<file path="config.mk">
export PLATFORM = sky130hd
export DESIGN_NAME = pe_requant_pool
export DESIGN_NICKNAME = d
export VERILOG_FILES = /design/src/rtl/pe_requant_pool.sv
export SDC_FILE = /design/constraint.sdc
export NUM_CORES = 1
export LEC_CHECK = 0
export ABC_AREA = 1
export BUFFER_PORTS_ARGS = -buffer_cell sky130_fd_sc_hd__buf_4
export CORE_MARGIN = 3
export CORE_UTILIZATION = 30
export DETAILED_ROUTE_END_ITERATION = 10
export PLACE_DENSITY_LB_ADDON = 0.08
export SLEW_MARGIN = 20
export SYNTH_ARGS = -nofsm -noshare
export SYNTH_HDL_FRONTEND = slang
export SYNTH_SLANG_ARGS = --single-unit
</file>
<file path="constraint.sdc">
create_clock -name clk -period 5.3 [get_ports clk]
set_clock_uncertainty 0.15 [all_clocks]
set_input_delay 0.53 -clock clk [delete_from_list [all_inputs] [get_ports clk]]
set_output_delay 0.53 -clock clk [all_outputs]
set_load 0.01 [all_outputs]
</file>
<file path="src/rtl/pe_requant_pool.sv">
// pe_requant_pool: requantizes the convolution PE's signed 24-bit results to
// int8 with rounding, optional ReLU and saturation. It can also apply 2x2,
// stride-2 max pooling, using a half-row line buffer held in flops.
module pe_requant_pool #(
    parameter int COL_W   = 28,
    parameter int ROWS    = 28,
    parameter int SHIFT_W = 5
) (
    input  logic               clk,
    input  logic               rst,
    input  logic               start,
    input  logic [SHIFT_W-1:0] shift,
    input  logic               relu_en,
    input  logic               pool_en,
    input  logic               in_valid,
    input  logic [23:0]        in_data,
    output logic               out_valid,
    output logic [7:0]         out_data,
    output logic               out_last
);

    localparam int CW    = (COL_W > 1) ? $clog2(COL_W) : 1;
    localparam int RW    = (ROWS > 1) ? $clog2(ROWS) : 1;
    localparam int LB_N  = COL_W / 2;
    localparam int LB_AW = (LB_N > 1) ? $clog2(LB_N) : 1;

    // Rounding right shift, optional ReLU, then saturation to int8.
    // A 32-bit intermediate keeps the rounding add exact for every shift value.
    function automatic logic [7:0] requant(input logic [23:0] d,
                                           input logic [SHIFT_W-1:0] sh,
                                           input logic relu);
        logic signed [31:0] wide;
        logic signed [31:0] rnd;
        logic signed [31:0] v;
        logic signed [31:0] r;
        logic [7:0]         res;
        wide = {{8{d[23]}}, d};
        if (sh == '0) begin
            v = wide;
        end else begin
            rnd = 32'sd1 <<< (sh - {{(SHIFT_W-1){1'b0}}, 1'b1});
            v   = (wide + rnd) >>> sh;
        end
        if (relu && (v < 32'sd0)) begin
            r = 32'sd0;
        end else begin
            r = v;
        end
        if (r > 32'sd127) begin
            res = 8'h7F;
        end else if (r < -32'sd128) begin
            res = 8'h80;
        end else begin
            res = r[7:0];
        end
        return res;
    endfunction

    // Signed int8 maximum.
    function automatic logic [7:0] smax(input logic [7:0] a, input logic [7:0] b);
        return ($signed(a) > $signed(b)) ? a : b;
    endfunction

    logic [SHIFT_W-1:0] shift_r;
    logic               relu_r;
    logic               pool_r;
    logic [SHIFT_W-1:0] eff_shift_s;
    logic               eff_relu_s;
    logic               q_valid_r;
    logic [7:0]         q_r;
    logic [CW-1:0]      col_r;
    logic [RW-1:0]      row_r;
    logic [7:0]         hold_r;
    logic [7:0]         linebuf [LB_N];
    logic [LB_AW-1:0]   lb_idx_s;
    logic               col_end_s;
    logic               frame_last_s;
    logic [7:0]         pair_max_s;

    // A start pulse applies the port config to the sample that arrives with it.
    always_comb begin
        eff_shift_s = shift_r;
        eff_relu_s  = relu_r;
        if (start) begin
            eff_shift_s = shift;
            eff_relu_s  = relu_en;
        end else begin
            eff_shift_s = shift_r;
            eff_relu_s  = relu_r;
        end
    end

    // Window position decode and the horizontal pair maximum.
    always_comb begin
        lb_idx_s     = LB_AW'(col_r >> 1);
        col_end_s    = (col_r == CW'(COL_W - 1));
        frame_last_s = col_end_s && (row_r == RW'(ROWS - 1));
        pair_max_s   = smax(hold_r, q_r);
    end

    // Config latch, loaded on each frame start.
    always_ff @(posedge clk) begin
        if (!rst) begin
            shift_r <= '0;
            relu_r  <= 1'b0;
            pool_r  <= 1'b0;
        end else if (start) begin
            shift_r <= shift;
            relu_r  <= relu_en;
            pool_r  <= pool_en;
        end else begin
            shift_r <= shift_r;
            relu_r  <= relu_r;
            pool_r  <= pool_r;
        end
    end

    // Stage 1: requantize each incoming sample.
    always_ff @(posedge clk) begin
        if (!rst) begin
            q_valid_r <= 1'b0;
            q_r       <= 8'h00;
        end else begin
            q_valid_r <= in_valid;
            if (in_valid) begin
                q_r <= requant(in_data, eff_shift_s, eff_relu_s);
            end else begin
                q_r <= q_r;
            end
        end
    end

    // Row/column position of the sample currently in stage 2.
    always_ff @(posedge clk) begin
        if (!rst) begin
            col_r <= '0;
            row_r <= '0;
        end else if (start) begin
            col_r <= '0;
            row_r <= '0;
        end else if (q_valid_r) begin
            if (col_end_s) begin
                col_r <= '0;
                if (row_r == RW'(ROWS - 1)) begin
                    row_r <= '0;
                end else begin
                    row_r <= row_r + RW'(1);
                end
            end else begin
                col_r <= col_r + CW'(1);
                row_r <= row_r;
            end
        end else begin
            col_r <= col_r;
            row_r <= row_r;
        end
    end

    // Pooling storage: the left sample of each pair, and the even-row pair maxima.
    // Neither is reset; each entry is always written before it is read.
    always_ff @(posedge clk) begin
        if (rst && q_valid_r && pool_r && !col_r[0]) begin
            hold_r <= q_r;
        end else begin
            hold_r <= hold_r;
        end
        if (rst && q_valid_r && pool_r && !row_r[0] && col_r[0]) begin
            linebuf[lb_idx_s] <= pair_max_s;
        end
    end

    // Stage 2: passthrough, or the pooled output on each window's bottom-right sample.
    always_ff @(posedge clk) begin
        if (!rst) begin
            out_valid <= 1'b0;
            out_data  <= 8'h00;
            out_last  <= 1'b0;
        end else if (q_valid_r && !pool_r) begin
            out_valid <= 1'b1;
            out_data  <= q_r;
            out_last  <= frame_last_s;
        end else if (q_valid_r && pool_r && row_r[0] && col_r[0]) begin
            out_valid <= 1'b1;
            out_data  <= smax(pair_max_s, linebuf[lb_idx_s]);
            out_last  <= frame_last_s;
        end else begin
            out_valid <= 1'b0;
            out_data  <= out_data;
            out_last  <= 1'b0;
        end
    end

endmodule

</file>
# == Word level (Yosys, flattened, before mapping) ==
# Memories as Yosys holds them, arrays and structs flattened. A register that Yosys moved wholly into a read port is not among the register bits.
# Cells that the tools add are included.
# word_totals
regBits,44
ram_bits,112
n_memories,1
output_inout_bits,10
in_bits,35
elab_cells,68
# mem_list
memory,words,word_bits,read_ports,rd_clocked_by_memory_dff,wr,line_no,source
linebuf,14,8,1,1,1,74,logic [7:0] linebuf [LB_N];
# classes
n_eq_ne,2
mux,24
reduce_logical,18
bitwise,1
addsub,4
shift,2
n_lt_le_gt_ge,5
# op_table
cell,count
$mux W32,6
$mux W8,6
$add A24 B32 Y32,1
$gt A32 B8 Y1 const B,1
$lt A32 B1 Y1 const B,1
$lt A32 B8 Y1 const B,1
$sshl A2 B5 Y32 const A,1
$sshr A32 B5 Y32,1
$gt A8 B8 Y1,2
$mux W5,3
$logic_and A1 B1 Y1,11
$add A5 B1 Y5 const B,2
$eq A5 B5 Y1 const B,2
$mux W4,2
$mux W1,7
$logic_not A5 Y1,1
$sub A5 B1 Y5 const B,1
$logic_not A1 Y1,3
$reduce_and A2 Y1,1
$reduce_bool A2 Y1,1
$reduce_or A2 Y1,1
$not A1 Y1,1

# == Logic depth before layout (Yosys ltp) ==
# Gate-level depths: netlist of the first run.
# logic_depth
depth_word,16
mapped_depth,42

# == Worst setup path after synthesis of the first run ==
# OpenSTA, ideal clock, no wires.
# synth_timing
path_kind,input to register
startpoint,input start
endpoint,register q_r[6]
required_ns,5.033
cell_stages,37
path_slack_ns,0.241
arrival_time_ns,4.792
setup_time_ns,0.117
path_buffers,3
path_cell_list,buf_6 > inv_4 > or2_1 > o21ai_2 > clkbuf_1 > clkbuf_1 > nor3_1 > nor2_1 > inv_1 > nand3_1 > inv_1 > ha_1 > fa_1 > nand3_1 > nand3_1 > nand3_1 > nand3b_1 > nand2_1 > nand2_1 > nand2_1 > nand3_1 > nand3_1 > nand3_1 > nand2_1 > nand2_1 > nand2_1 > nand2_1 > nand2_1 > nand2_1 > nor2_1 > nand2_1 > nor2_1 > nand2_1 > o21ai_1 > nor2_2 > nor2_1 > nor2_1
# synth_between
elab_chain_len,16
word_cells_on_any_way,19
classes_between,add/sub (2); order compare (3); shift (2); mux (10); reduce/logical (2)
# synth_lines
item,line_no,source
from (decl),11,"input logic start,"
$mux W5,-,
$sub A5 B1 Y5,41,"rnd = 32'sd1 <<< (sh - {{(SHIFT_W-1){1'b0}}, 1'b1});"
$sshl A2 B5 Y32,41,
$add A24 B32 Y32,42,v = (wide + rnd) >>> sh;
$sshr A32 B5 Y32,42,
$mux W32,38,if (sh == '0) begin
$mux W32,125,if (in_valid) begin
$mux W32,120,if (!rst) begin
$lt A32 B1 Y1,44,if (relu && (v < 32'sd0)) begin
$logic_and A1 B1 Y1,44,
$mux W32 *,44,
$mux W32 *,125,
$mux W32 *,120,
$lt A32 B8 Y1,51,end else if (r < -32'sd128) begin
$mux W8,51,
$mux W8 *,49,if (r > 32'sd127) begin
to (signal assigned),126,"q_r <= requant(in_data, eff_shift_s, eff_relu_s);"
to (signal assigned),128,q_r <= q_r;
to (decl),70,logic [7:0] q_r;
# Mark *: on every way between the ends. The rest lies on a longest branch, timed or not. The select of a mux whose other input is x is not followed.
# A chain may end at the register's enable or synchronous reset.

# == Worst setup path after layout of the first run ==
# layout_timing
startpoint,input start
endpoint,register q_r[2]
# The elaborated chain is that of the path after synthesis.

==> results of run 1 <==
[layout by cell type, fill, tap and decap left out, drive strengths merged, types with 2 or more instances in the layout]
| cell type | netlist | layout |
|---|---|---|
| or2 | 8 | 8 |
| o21ai | 101 | 101 |
| nor4 | 2 | 2 |
| o221ai | 14 | 14 |
| nand4 | 15 | 15 |
| o311ai | 3 | 3 |
| buf | 20 | 95 |
| o21bai | 4 | 4 |
| clkinv | 4 | 8 |
| a21oi | 70 | 70 |
| edfxtp | 120 | 120 |
| o22ai | 11 | 11 |
| nor3 | 7 | 7 |
| nand2 | 526 | 526 |
| a31oi | 11 | 11 |
| xnor2 | 2 | 2 |
| dfxtp | 40 | 40 |
| ha | 49 | 49 |
| nand3b | 3 | 3 |
| xor2 | 3 | 3 |
| clkbuf | 46 | 17 |
| bufinv | 0 | 3 |
| nor2 | 214 | 214 |
| nor3b | 2 | 2 |
| nand3 | 284 | 284 |
| o211ai | 8 | 8 |
| inv | 246 | 253 |
| a221oi | 2 | 2 |
[final timing paths]
path / to / cells past startpoint
worst max-delay path: q_r[2] / 34
worst min-delay path: q_valid_r / 3
worst max register to register: q_r[2] / 36
worst min register to register: hold_r[4] / 0
[Yosys cell counts, types with 2 or more instances]
cell / count / area (um^2)
a21oi_1: 70 / 350
a221oi_1: 2 / 17.5
a31oi_1: 11 / 68.8
buf_1: 14 / 52.6
buf_2: 4 / 20.0
buf_6: 2 / 22.5
clkbuf_1: 46 / 173
clkinv_1: 4 / 15.0
dfxtp_1: 40 / 801
edfxtp_1: 120 / 3600
ha_1: 49 / 613
inv_1: 240 / 901
inv_2: 5 / 18.8
nand2_1: 517 / 1940
nand2_2: 9 / 56.3
nand3_1: 283 / 1420
nand3b_1: 3 / 22.5
nand4_1: 15 / 93.8
nor2_1: 212 / 796
nor3_1: 7 / 35.0
nor3b_1: 2 / 15.0
nor4_1: 2 / 12.5
o211ai_1: 8 / 60.1
o21ai_0: 87 / 435
o21ai_1: 12 / 60.1
o21bai_1: 4 / 30.0
o221ai_1: 14 / 123
o22ai_1: 11 / 68.8
o311ai_0: 3 / 26.3
or2_2: 6 / 37.5
xnor2_1: 2 / 17.5
xor2_1: 3 / 26.3
[per-layer routing]
layer  part of all wire (%)  wire length (um)  global-route usage [%]
met1                     46             20100                    27.4
met3                    2.9              1280                    1.89
met4                    1.5               665                    3.73
met2                     49             21400                    36.5
met5                      0                 0                       0
[logic make-up after synthesis]
kind of cell,Yosys count
AOI/OAI and AO/OA,227
xor gates and xnor gates,5
adders and majority gates,50
buffers and inverters,316
DFF,160
muxes,1
and+or+nand+nor,1061
[per-stage QoR]
step	cell area (um^2)	setup WS, ps	util (%)	instances	hold slack [ps]
floorplan	12100	241	-	1820	275
global placement	13200	65.1	33.6	2367	321
detailed placement	13200	7.33	33.6	2367	329
CTS	13800	427	35.3	2399	268
global route	13900	48.3	35.4	2399	293
finish	13900	499	35.4	2399	285
[critical path: cells and delay by family]
family,cells,cell delay [ps]
buf+inv,6,770
simple gates,26,3220
fa+ha+maj,1,330
compound gates,1,120
[flip-flops by register name, indices dropped and copies added (netlist names), named ones only]
| name | cells |
|---|---|
| col_r | 5 |
| hold_r | 8 |
| linebuf | 112 |
| out_data | 8 |
| out_last | 1 |
| out_valid | 1 |
| pool_r | 1 |
| q_r | 8 |
| q_valid_r | 1 |
| relu_r | 1 |
| row_r | 5 |
| shift_r | 5 |
[area by class of cell]
type	instances	area, um^2	area share [%]
clock buffer	17	425	3.07
clock inverter	15	236	1.71
inverter	250	941	6.79
multi-input combinational	1344	6480	46.8
sequential	160	4410	31.8
tap	518	648	4.68
timing repair buffer	95	717	5.17
[power by group]
part           internal, mW  total [mW]  leakage (nW)  switching, mW
Sequential             1.39        1.40          1.41         0.0128
Combinational         0.274       0.885          4.69          0.610
Clock                 0.777        1.36         0.319          0.582
Total                  2.44        3.64          6.42           1.20
[repair_timing]
action                                  in CTS  in global routing
resized for setup                            0                 10
setup buffers                                0                  0
endpoints found under the setup margin       0                  7
==> impl_metrics.csv, run 1 <==
group,metric,value,unit
outcome,status,"finished, final reports clean",
die,die_x,207,um
timing,fin_crit,4800,ps
die,num_rows,72,
final_layout,antenna_cells,0,
detailed_routing,wl,43500,um
detailed_routing,drc,0,
timing,max_freq,208,MHz
clocking,clkLatencyLatePin,420,ps
critical_path,worst_setup_path_start_kind,"input port",
global_route,grt_pass1_wl,67200,um
clocking,cts_buffers,17,
timing,fin_crit_sh,90.6,%
synthesis,synth_mux_area_share,0.0830,%
placement,dp_hpwl,34700,um
final_layout,fin_nets,1953,
synthesis,synth_top_family_by_area,"simple AND/OR/NAND/NOR gates",
synthesis,synth-seq-cells,160,
die,die_y,207,um
die,start_util,30.8,%
detailed_routing,via_per_inst,4.96,
power,power.density,263,nW/um^2
hold_path,min_from,"in_valid",
global_route,grt_max_degree,54,
detailed_routing,ant_nets,0,
job,drv_cap,0,
detailed_routing,dr.pass1.iters,9,
timing,finalSetupViolations,0,
critical_path,critPathMaxStageDelay,330,ps
critical_path,end_kind,"register",
timing,rsz0062_at_grt,"no",
final_layout,fillers,4302,
critical_path,crit_type,"in2reg",
detailed_routing,drt-wirelength-per-cell,18.1,um
critical_path,startpoint,"start",
placement,routabilityCongestion,0.926,
detailed_routing,drt-initial-drc-count,1021,
final_layout,synthToLayoutAreaGrowth,14.9,%
clocking,cts_sinks,160,
critical_path,arrival,4960,ps
critical_path,rrSetupSlack,530,ps
critical_path,required,5460,ps
synthesis,synth-simple-area-share,37.0,%
clocking,clockRootBuffer,"clkbuf_16",
timing,relSlewSlack,34.8,%
synthesis,syn-instance-count,1820,
global_route,first_global_vias,11500,
timing,worst_slew_pin_slew,974,ps
clocking,cts_hold_buf,0,
synthesis,ys_async_sr_fraction,0,%
die,dieArea,42600,um^2
power,vdd.ir_drop.worst,0.000225,V
power,p_total,3.64,mW
global_route,track_usage,20.5,%
detailed_routing,vias,11900,
synthesis,synth.distinct_cells,45,
synthesis,syn-num-nets,1905,
synthesis,synth_ff_type,"edfxtp_1",
synthesis,synth_area,12100,um^2
die,core,39200,um^2
synthesis,synth-adder-area-share,5.25,%
clocking,htreeDepth,4,
hold_path,hp-class,"in2reg",
critical_path,reg2reg_from,"shift_r[0]",
synthesis,yosysSeqAreaShare,36.5,%
clocking,path_clk_slew,70,ps
final_layout,drive_gt1_share,8.72,%
placement,io_buffers,44,
die,io_pins,45,
global_route,antenna_found_initial,0,
synthesis,synth_compound_area_share,10.7,%
clocking,clock_path_buffers,2,
synthesis,synth_edf_count,120,
clocking,cts_tree,"yes",
power,leakagePower,6.42,nW
timing,maxSlewViolCount,0,
critical_path,cpMaxStageDelayCell,"ha_1",
timing,hold_viol,0,
critical_path,cpMostUsedCell,"nand2_1",
synthesis,yosysWarnings,0,
global_route,overflow,0,
synthesis,synthXorXnorAreaFrac,0.363,%
synthesis,avgSynthCellArea,6.63,um^2
critical_path,critPathMaxFanout,15,
timing,finalSetupTns,0,ps
(Power assumes the default switching activity.)
==> run 2, diff against run 1 <==
CORE_ASPECT_RATIO = 0.8   (was unset)
clock period = 4.3 ns   (was 5.3 ns; I/O delays follow)
==> run 2 against run 1 <==
The flow now finishes with violations (negative setup slack); clock power up 9%; non-clock buffer count increased by 177; sequential share of layout area is 5.6 points lower; total power grew 31%; setup slack got worse by 770 ps; utilization grew 7.3 points; sequential power rose by 23%; final cell count grew 8.2%; flip-flop and latch count did not move; design area is 22% higher; largest cell class unchanged.
==> impl_metrics.csv, run 2 (same netlist as run 1, synthesis figures left out) <==
group,metric,value,unit
final_layout,layout_commonest_cell,"nand2_1",
critical_path,required,4480,ps
placement,io_buffers,44,
timing,hold_viol,0,
power,p_total,4.78,mW
global_route,first_global_vias,12100,
timing,fin_crit_sh,106,%
final_layout,seq_area,4410,um^2
final_layout,fin_nets,2132,
die,core,39500,um^2
final_layout,final_cell_mix,"430 x nand2_1, 258 x buf_4, 231 x inv_1, 169 x nand3_1, 161 x nor2_1",
detailed_routing,ant_nets,0,
hold_path,hold_depth,3,
clocking,cts_tree,"yes",
global_route,track_usage,22.9,%
clocking,cts_hold_buf,0,
die,io_pins,45,
global_route,grt_pass1_wl,73800,um
placement,dp_hpwl,38600,um
hold_path,min_from,"pool_en",
critical_path,worst_setup_path_start_kind,"register",
critical_path,critPathMaxFanout,7,
clocking,path_clk_slew,60,ps
final_layout,antenna_cells,0,
critical_path,reg2reg_from,"shift_r[3]",
final_layout,regMostFlops,"linebuf",
detailed_routing,drt-initial-drc-count,1198,
power,leakagePower,7.66,nW
detailed_routing,drt-wirelength-per-cell,18.9,um
critical_path,rrSetupSlack,-270,ps
detailed_routing,via_per_inst,4.96,
outcome,status,"finished, violations left",
critical_path,end_kind,"register",
placement,post_dp_cell_area,14400,um^2
critical_path,cpMostUsedCell,"nor2_4",
detailed_routing,wl,49200,um
timing,relSlewSlack,37.9,%
hold_path,min_to,"pool_r",
timing,finalSetupViolations,7,
critical_path,r2r_cells,35,
timing,fin_ws,-274,ps
power,power.density,284,nW/um^2
detailed_routing,drc,0,
placement,routabilityCongestion,0.934,
critical_path,arrival,4750,ps
final_layout,multiInputGateArea,8110,um^2
power,vdd.ir_drop.worst,0.000201,V
timing,maxSlewViolCount,0,
job,drv_cap,0,
critical_path,cpMaxStageDelayCell,"dfxtp_2",
final_layout,drive_gt1_share,31.2,%
clocking,clkLatencyLatePin,430,ps
final_layout,fillers,4195,
critical_path,critPathMaxStageDelay,320,ps
clocking,clock_path_buffers,2,
die,start_util,30.5,%
detailed_routing,vias,12900,
critical_path,rr_endpoint,"q_r[5]",
die,die_y,185,um
detailed_routing,dr.pass1.iters,5,
die,dieArea,42700,um^2
critical_path,crit_type,"reg2reg",
clocking,cts_buffers,17,
timing,worst_slew_pin_slew,928,ps
clocking,clockRootBuffer,"clkbuf_16",
die,num_rows,65,
clocking,cts_sinks,160,
timing,rsz0062_at_grt,"yes",
timing,max_freq,219,MHz
outcome,violations,"negative setup slack",
final_layout,largest_register_ffs,112,
final_layout,synthToLayoutAreaGrowth,39.7,%
final_layout,stdcell_area,16800,um^2
global_route,overflow,0,
timing,fin_crit,4570,ps
clocking,htreeDepth,4,
hold_path,hp-class,"in2reg",
global_route,antenna_found_initial,0,
global_route,grt_max_degree,54,
die,die_x,230,um
run 2: cell count changes in the layout (fill, tap and decap cells not counted), sizes merged:
cell      previous run  this run
clkinv               8        13
or2                  8         9
bufinv               3         2
clkinvlp             1         4
buf                 95       272
inv                253       247
run 2: stage by stage:
| stage | worst slack [ps] | std cells | TNS, ps | hold slack, ps | utilization (%) |
|---|---|---|---|---|---|
| after detailed placement | -1030 | 2532 | -7350 | 300 | 36.5 |
| after global routing | -560 | 2596 | -3710 | 149 | 42.6 |
| after CTS | -213 | 2579 | -1280 | 138 | 39.5 |
| final | -274 | 2596 | -1780 | 151 | 42.6 |
| after floorplan | -69.0 | 1820 | -483 | 275 | - |
| after global placement | -1080 | 2532 | -7750 | 292 | 36.5 |
run 2: layout make-up:
type	count	area share, %
Inverter	250	5.67
Sequential cell	160	26.2
Timing Repair inverter	1	0.0446
Clock inverter	15	0.854
Clock buffer	17	2.52
Tap cell	536	3.98
Timing Repair Buffer	272	12.6
Multi-Input combinational cell	1345	48.1
run 2: power breakdown:
part | leakage [nW] | internal [mW] | switching, mW
Combinational | 5.98 | 0.588 | 0.990
Clock | 0.272 | 0.849 | 0.635
Sequential | 1.41 | 1.71 | 0.0129
run 2: metal layers:
| metal | share of wire [%] | global-route usage (%) | up-vias |
|---|---|---|---|
| li1 | - | - | 6470 |
| met1 | 54 | 37.0 | 6064 |
| met2 | 39 | 30.6 | 315 |
| met3 | 6.2 | 4.83 | 30 |
| met4 | 1.3 | 4.41 | 0 |
| met5 | 0 | 0 | - |
run 2: critical path: cells and delay by family, from the launching register on:
kind,cells,cell delay [ps]
buffers and inverters,5,640
AND/OR/NAND/NOR,26,2420
AO/OA/AOI/OAI,3,660
adder cells (fa/ha/maj),1,250
flip-flops,1,320
run 2: what timing repair did:
item | 4_1_cts | 5_1_grt
gates resized for setup | 134 | 252
endpoints found under the hold margin | 0 | 0
cloned | 1 | 1
pin swaps | 58 | 87
buffers inserted | 14 | 17
endpoints found under the setup margin | 8 | 15
run 2: worst max-delay path by stage:
stage | from | to | slack, ps | cells past startpoint
floorplan | start | q_r[6] | -70 | 37
global placement | shift[1] | q_r[0] | -1080 | 40
detailed placement | start | q_r[5] | -1030 | 38
CTS | shift_r[3] | q_r[5] | -210 | 35
global route | shift_r[3] | q_r[4] | -560 | 37
finish | shift_r[3] | q_r[5] | -270 | 35
==> run 3, diff against run 2 <==
PLACE_DENSITY = 0.46   (was unset)
PLACE_DENSITY_LB_ADDON = unset   (was 0.08)
SETUP_SLACK_MARGIN = 0.4   (was unset)
SKIP_LAST_GASP = 1   (was unset)
==> run 3 against run 2 <==
The run still ends with negative setup slack left; die area unchanged; hold slack worse by 15 ps; register-to-register slack about the same; wire length decreased by 1.1%; clock power hardly changed; setup slack better by 13 ps; via count up 3.3%; design area up 5.1%; sequential share of layout area decreased by 1.3 points; maximum frequency grew 0.29%; global-route usage decreased by 0.67 points; critical endpoint is now q_r[1]; largest cell class unchanged.
==> impl_metrics.csv, run 3 (same netlist as run 1, synthesis figures left out) <==
group,metric,value,unit
critical_path,critPathMaxStageDelay,300,ps
clocking,cts_sinks,160,
final_layout,regMostFlops,"linebuf",
final_layout,synthToLayoutAreaGrowth,46.8,%
detailed_routing,dr.pass1.iters,6,
detailed_routing,via_per_inst,5.02,
critical_path,cpMaxStageDelayCell,"dfxtp_1",
placement,placed_cells,2553,
timing,fin_crit,4560,ps
hold_path,min_to,"pool_r",
timing,hold_viol,0,
global_route,first_global_vias,12500,
global_route,grt_max_degree,54,
power,leakagePower,8.00,nW
critical_path,rr_endpoint,"q_r[1]",
critical_path,crit_type,"reg2reg",
die,num_rows,65,
timing,maxSlewViolCount,0,
final_layout,drive_gt1_share,36.9,%
critical_path,reg2reg_from,"shift_r[2]",
hold_path,hold_depth,3,
job,drv_cap,0,
die,die_y,185,um
placement,routabilityCongestion,0.961,
final_layout,fin_nets,2188,
outcome,violations,"negative setup slack",
die,start_util,30.5,%
die,dieArea,42700,um^2
die,io_pins,45,
critical_path,cpMostUsedCell,"nand2_1",
global_route,track_usage,22.3,%
global_route,antenna_found_initial,1,
hold_path,hp-class,"in2reg",
critical_path,required,4510,ps
critical_path,worst_setup_path_start_kind,"register",
critical_path,critPathMaxFanout,7,
detailed_routing,wl,48600,um
timing,rsz0062_at_grt,"yes",
timing,fin_ws,-260,ps
timing,finalSetupViolations,7,
clocking,htreeDepth,4,
hold_path,min_from,"pool_en",
clocking,path_clk_slew,60,ps
power,vdd.ir_drop.worst,0.000270,V
detailed_routing,drt-initial-drc-count,1180,
final_layout,final_cells,2652,
final_layout,largest_register_ffs,112,
critical_path,end_kind,"register",
global_route,grt_pass1_wl,73800,um
detailed_routing,ant_nets,0,
timing,worst_slew_pin_slew,924,ps
final_layout,final_cell_mix,"403 x nand2_1, 305 x buf_4, 223 x inv_1, 172 x nand3_1, 139 x nor2_1",
placement,dp_slack,-997,ps
final_layout,fillers,4103,
clocking,clockRootBuffer,"clkbuf_16",
clocking,clock_path_buffers,2,
timing,finalSetupTns,-1700,ps
clocking,cts_hold_buf,0,
placement,dp_hpwl,37200,um
final_layout,antenna_cells,0,
critical_path,rrSetupSlack,-260,ps
power,power.density,280,nW/um^2
critical_path,arrival,4770,ps
die,core,39500,um^2
placement,io_buffers,44,
detailed_routing,drt-wirelength-per-cell,18.3,um
clocking,cts_tree,"yes",
global_route,overflow,0,
outcome,status,"finished, violations left",
clocking,clkLatencyLatePin,430,ps
clocking,cts_buffers,17,
critical_path,r2r_cells,35,
die,die_x,230,um
final_layout,layout_commonest_cell,"nand2_1",
timing,relSlewSlack,38.2,%
timing,fin_crit_sh,106,%
detailed_routing,drc,0,
detailed_routing,vias,13300,
timing,max_freq,219,MHz
==> run 3: cell type report <==
class	instances	area (um^2)	share of cell area [%]
inverters	250	962	5.43
multi-input cells	1344	8480	47.9
clock inverters	14	144	0.812
flip-flops and latches	160	4410	24.9
repair inverters	1	7.51	0.0424
well taps	536	671	3.79
clock buffers	18	429	2.42
repair buffers	329	2600	14.7
==> run 3: critical path: cells and delay by family (launching register included) <==
family	cells	cell delay, ps
compound gates	2	310
fa+ha+maj	1	240
flops	1	300
buf+inv	5	670
simple gates	27	2780
==> run 3: routing by layer <==
layer  wire, um  vias to the layer above  track usage (%)
li1           -                     6582                -
met2      20300                      412             32.2
met1      24800                     6279             35.3
met4        375                        2             2.87
met3       3220                       31             3.41
met5         13                        -                0
==> run 3: report_power, final <==
| part | leakage, nW | total [mW] | internal [mW] | switching (mW) |
|---|---|---|---|---|
| Clock | 0.280 | 1.50 | 0.817 | 0.686 |
| Combinational | 6.31 | 1.72 | 0.684 | 1.04 |
| Sequential | 1.41 | 1.72 | 1.71 | 0.0142 |
==> run 3: timing repair <==
action / 4_1_cts / 5_1_grt
pin swaps: 103 / 139
endpoints found under the setup margin: 16 / 16
resized for setup: 278 / 218
cloned: 1 / 0
setup buffers: 44 / 22
hold endpoints to repair: 0 / 0
==> run 3: per-stage QoR <==
step	area (um^2)	power (mW)	util (%)	hold WS [ps]
2_1_floorplan	12200	2.49	-	275
3_3_place_gp	14600	3.05	36.9	311
3_5_place_dp	14600	3.04	36.9	326
4_1_cts	16600	4.75	42.0	119
5_1_grt	17700	5.19	44.8	168
6_report	17700	4.95	44.8	137
==> run 3: worst max-delay path by stage <==
stage | from | end | slack (ps) | cells after the start
3_5_place_dp | shift[0] | q_r[2] | -1000 | 37
3_3_place_gp | shift[1] | q_r[1] | -1020 | 37
6_report | shift_r[2] | q_r[1] | -260 | 35
5_1_grt | shift_r[2] | q_r[0] | -520 | 36
4_1_cts | shift_r[0] | q_r[1] | -160 | 38
2_1_floorplan | start | q_r[6] | -70 | 37
